$ cat config.mk
export PLATFORM = sky130hd
export DESIGN_NAME = clk_div
export DESIGN_NICKNAME = d
export VERILOG_FILES = /design/src/rtl/clk_div.sv
export SDC_FILE = /design/constraint.sdc
export NUM_CORES = 1
export LEC_CHECK = 0
export ABC_AREA = 1
export CORE_AREA = 2 2 39 41
export CTS_BUF_LIST = sky130_fd_sc_hd__clkbuf_8
export DETAILED_ROUTE_END_ITERATION = 6
export DIE_AREA = 0 0 41 43
export PLACE_DENSITY_LB_ADDON = 0.15
export SLEW_MARGIN = 5
export SYNTH_ARGS = -nofsm -noshare
export SYNTH_HDL_FRONTEND = slang
export SYNTH_SLANG_ARGS = --single-unit
$ cat constraint.sdc
create_clock -name CLK_IN -period 1.1 [get_ports CLK_IN]
set_clock_uncertainty 0.1 [all_clocks]
set_input_delay 0.22 -clock CLK_IN [delete_from_list [all_inputs] [get_ports CLK_IN]]
set_output_delay 0.22 -clock CLK_IN [all_outputs]
set_load 0.02 [all_outputs]
$ cat src/rtl/clk_div.sv
// Divides CLK_IN by 2*K into a registered 50%-duty CLK_OUT.
// Optional: define CLK_DIV_TICK_EN to add TICK, a one-cycle strobe following each CLK_OUT toggle.
`timescale 1ns/1ps

module clk_div #(
    parameter int K = 10,
    parameter int N = 4
) (
    input  logic CLK_IN,
    input  logic RST,
`ifdef CLK_DIV_TICK_EN
    output logic TICK,
`endif
    output logic CLK_OUT
);

    // An out-of-range K must stop elaboration rather than build a wrong divider.
    generate
        if (K < 1 || K > 2**N) begin : g_bad_param
            $error("clk_div: K=%0d outside legal range 1..2**N (N=%0d)", K, N);
        end
    endgenerate

    localparam logic [N-1:0] LAST = N'(K - 1);

    logic [N-1:0] cnt;
    logic         wrap;

    assign wrap = (cnt == LAST);

    always_ff @(posedge CLK_IN or negedge RST) begin
        if (!RST) begin
            cnt     <= '0;
            CLK_OUT <= 1'b0;
        end else if (wrap) begin
            cnt     <= '0;
            CLK_OUT <= ~CLK_OUT;
        end else begin
            cnt     <= cnt + 1'b1;
        end
    end

`ifdef CLK_DIV_TICK_EN
    // Registered from the same wrap condition, so TICK is high in the cycle the new CLK_OUT shows.
    always_ff @(posedge CLK_IN or negedge RST) begin
        if (!RST) begin
            TICK <= 1'b0;
        end else begin
            TICK <= wrap;
        end
    end
`endif

endmodule

# After elaboration in Yosys (flattened, before gate mapping)
# Cells that the tools add are included.
# classes
eq_ne	1
mux	1
bitwise_logic	1
addsub	1
# ops
operator	count
4-bit by 1-bit adder with 4-bit output, second input constant	1
4-bit equality test, second input constant	1
4-bit 2-to-1 mux	1
1-bit inverter	1
# totals
ff_bits	5
in_bits	2

# Longest topological paths before layout
# depth
ltp_word	2
ltp_mapped	6

# Worst setup path before layout
# OpenSTA, ideal clock, no wires.
# synth_timing
kind	register to register
start	reg cnt[2]
end	reg CLK_OUT
period_less_slack_ps	903
path_stages_with_launch	6
path_buffers	0
setup_slack_ps	197
arrival_time_ps	738
path_cell_list	dfrtp_1 -> inv_2 -> nand2_1 -> nor2_2 -> nand2_1 -> nand2_1
# synth_via
elab_chain_cells	1
# synth_lines
element	line_no	text
start, declared	26	logic [N-1:0] cnt;
start signal, assigned	39	cnt <= cnt + 1'b1;
4-bit equality test	29	assign wrap = (cnt == LAST);
end signal, assigned	37	CLK_OUT <= ~CLK_OUT;
end, declared	14	output logic CLK_OUT
# Every way passes these cells.
# A chain may end at the register's enable or synchronous reset.

# Worst setup path in the final report
# layout_timing
start	reg CLK_OUT
end	out CLK_OUT
# No word-level cell between the ends.

==> metrics.txt <==
synthesized cell area=approximately 230 sq um; CTS Root Cell=clkbuf_8; first-iteration detailed-routing DRC count=4; RSZ-0062 raised after global routing=no; Longest Clk Path Bufs=2; asr flop ratio synth=100.0%; 1st-pass router iterations=4; cell taking the most area after synthesis=dfrtp_1; global-route wire length before repair=between 700 and 800 um; Leak=0.1840 nW; Max Transition Viols Final=0; Avg Inst Size Synth=between 7 and 8 sq um; Commonest cells post-synth=nand2_1, dfrtp_1, inv_1; cts bufs inserted=3; Ant. Diodes=0; status=finished, final reports clean; final hold vios=0; TritonCTS clock tree=yes; Critical Path Source Type=flip-flop; met3 GRT Util=3.665%; M1 GR Usage=under 10%; type of the most critical hold path=input port to asynchronous set/reset pin; dominant cells by area after synthesis=dfrtp_1, nand2_1, nor2_2, inv_1, inv_2; critical path class=flip-flop to output pin; Clock transition at path regs=0.04 ns; critical path peak fanout=2; Nets=39; fin crit period=1.060 ns; Post-route DRC=0; CORE AREA=1384 sq um; Rel. slew slack=83.02%; Placement Rows=14; share of the synthesized area in the top cell type=a little over half; Yosys reg bits=5; Worst setup startpoint=CLK_OUT$_DFFE_PN0N_; DR vias/cell=3.519; register area share after synthesis=54.64%; Tcrit/Tclk final=around 96%; HPWL Detailed=321 um; port bufs=2; max cap viols=0; Synthesized Nets=31; compound-gate portion of the synthesized area=roughly 4.4%; Routed WL per cell=approximately 8.3 um; Antenna Nets Post-Route=0; Hold Slack=between 0.1 and 0.15 ns; crit path max-delay cell type=dfrtp_1; hold buffer count at cts=0; grt total ovfl=0; synth unique cells=9; post-synthesis xor/xnor area fraction=0%; Final setup viols=0; busiest grt layer=met4; arrival time at the worst endpoint=0.74 ns; CP cell instances=buf_2; Pwr Total=0.5251 mW; Routed WL=432 um; Initial Util=approximately 17%; synthesis-to-finish area growth=38.25%; peak supply drop=0.5823 mV; # IOs=3; Synth Area in Adders=0%; routability cong.=0.7463; simple-gate area share of the yosys netlist=29.51%; Clock Latency Late Sink=between 0.2 and 0.25 ns; vias in the first global route=about 190; post-synthesis mux area share=0%; number of synthesized flops with an enable pin=0; initial antenna violation count=0; Tot GR Track Use=7.157%; Least-Margin Pin Slew=about 0.25 ns; via count=183; Critical R2R Launch=cnt[2]$_DFF_PN0_; DIE HEIGHT=~43 um; die width=41 um; H-tree Lvls=1; clk sinks=5; share of layout cells above drive strength 1=30.56%; Setup crit end kind=output pin; most numerous cell in the Yosys netlist=nand2_1; PwrDens=1659 nW/um^2; largest net degree at the start of global routing=6; GRT met2 Usage=under 10%; top_reg_cell synth=dfrtp_1; worst path required time=about 0.8 ns; Crit path max-delay family=flip-flops; Post-Synthesis Cells=29; flop-to-flop setup slack=0.11 ns; fmax=about 0.94 GHz; Yosys Warn Count=0; largest family of logic cells by synthesized area=simple AND/OR/NAND/NOR gates; die area=1763 sq um; Largest stage delay, worst path=0.36 ns; Worst Path Buf+Inv=1
-- power by group --
group | total, mW | leakage [nW] | switching (mW) | internal [mW]
registers | 0.185 | 0.0611 | 0 | 0.185
clock network | 0.333 | 0.0269 | 0.0936 | 0.240
logic | 0.00692 | 0.0959 | 0.00376 | 0.00316
total | 0.525 | 0.184 | 0.0974 | 0.428
-- repair_timing --
| item | in CTS | in global routing |
|---|---|---|
| setup buffers | 0 | 0 |
| setup endpoints to repair | 1 | 0 |
| gates resized for setup | 4 | 0 |
-- cell usage in the layout (no fill, tap or decap) --
master,n
buf_2,1
buf_4,1
clkbuf_8,3
clkdlybuf4s50_1,1
dfrtp_1,5
inv_1,5
inv_2,3
nand2_1,10
nand3_1,1
nand4_1,1
nor2_2,3
o21ai_0,1
o21ai_1,1
-- logic make-up (layout without fill, tap and decap cells) --
logic type / after synthesis / count (layout)
AOI/OAI and AO/OA: 2 / 2
buffers and inverters: 7 / 14
DFF: 5 / 5
and+or+nand+nor: 15 / 15
-- area by class of cell --
type	count	area, sq um
inverter	7	26.28
multi-input combinational	17	77.57
tap	16	20.02
fill	154	1067
clock buffer	3	41.29
timing repair buffer	3	22.52
sequential	5	125.1
clock inverter	1	3.754
-- final timing paths --
check,to,cells after the start
setup reg to reg,CLK_OUT$_DFFE_PN0N_,5
hold / removal,cnt[2]$_DFF_PN0_,1
min in group CLK_IN,cnt[0]$_DFF_PN0_,1
hold reg to reg,cnt[0]$_DFF_PN0_,1
max in group asynchronous,CLK_OUT$_DFFE_PN0N_,1
setup / recovery,CLK_OUT,1
-- stage by stage --
step	worst slack, ns	util (%)	cells	setup TNS [ns]	cell area, sq um
floorplan	0.1972	-	29	0	229.0
global placement	-0.1436	19.98	48	-0.1436	276.5
detailed placement	-0.1420	19.98	48	-0.1420	276.5
CTS	0.03316	22.88	52	0	316.6
finish	0.04002	22.88	52	0	316.6
global route	0.02024	22.88	52	0	316.6
-- flip-flops by register name, summed over array words and instances, names as in the netlist --
name,flops
CLK_OUT,1
cnt,4
-- routing by layer --
layer	vias up	part of all wire (%)
met3	2	6.5
li1	98	-
met1	81	46
met5	-	0
met4	0	2.3
met2	2	45
Note: power is estimated with default switching activity, not from simulation.
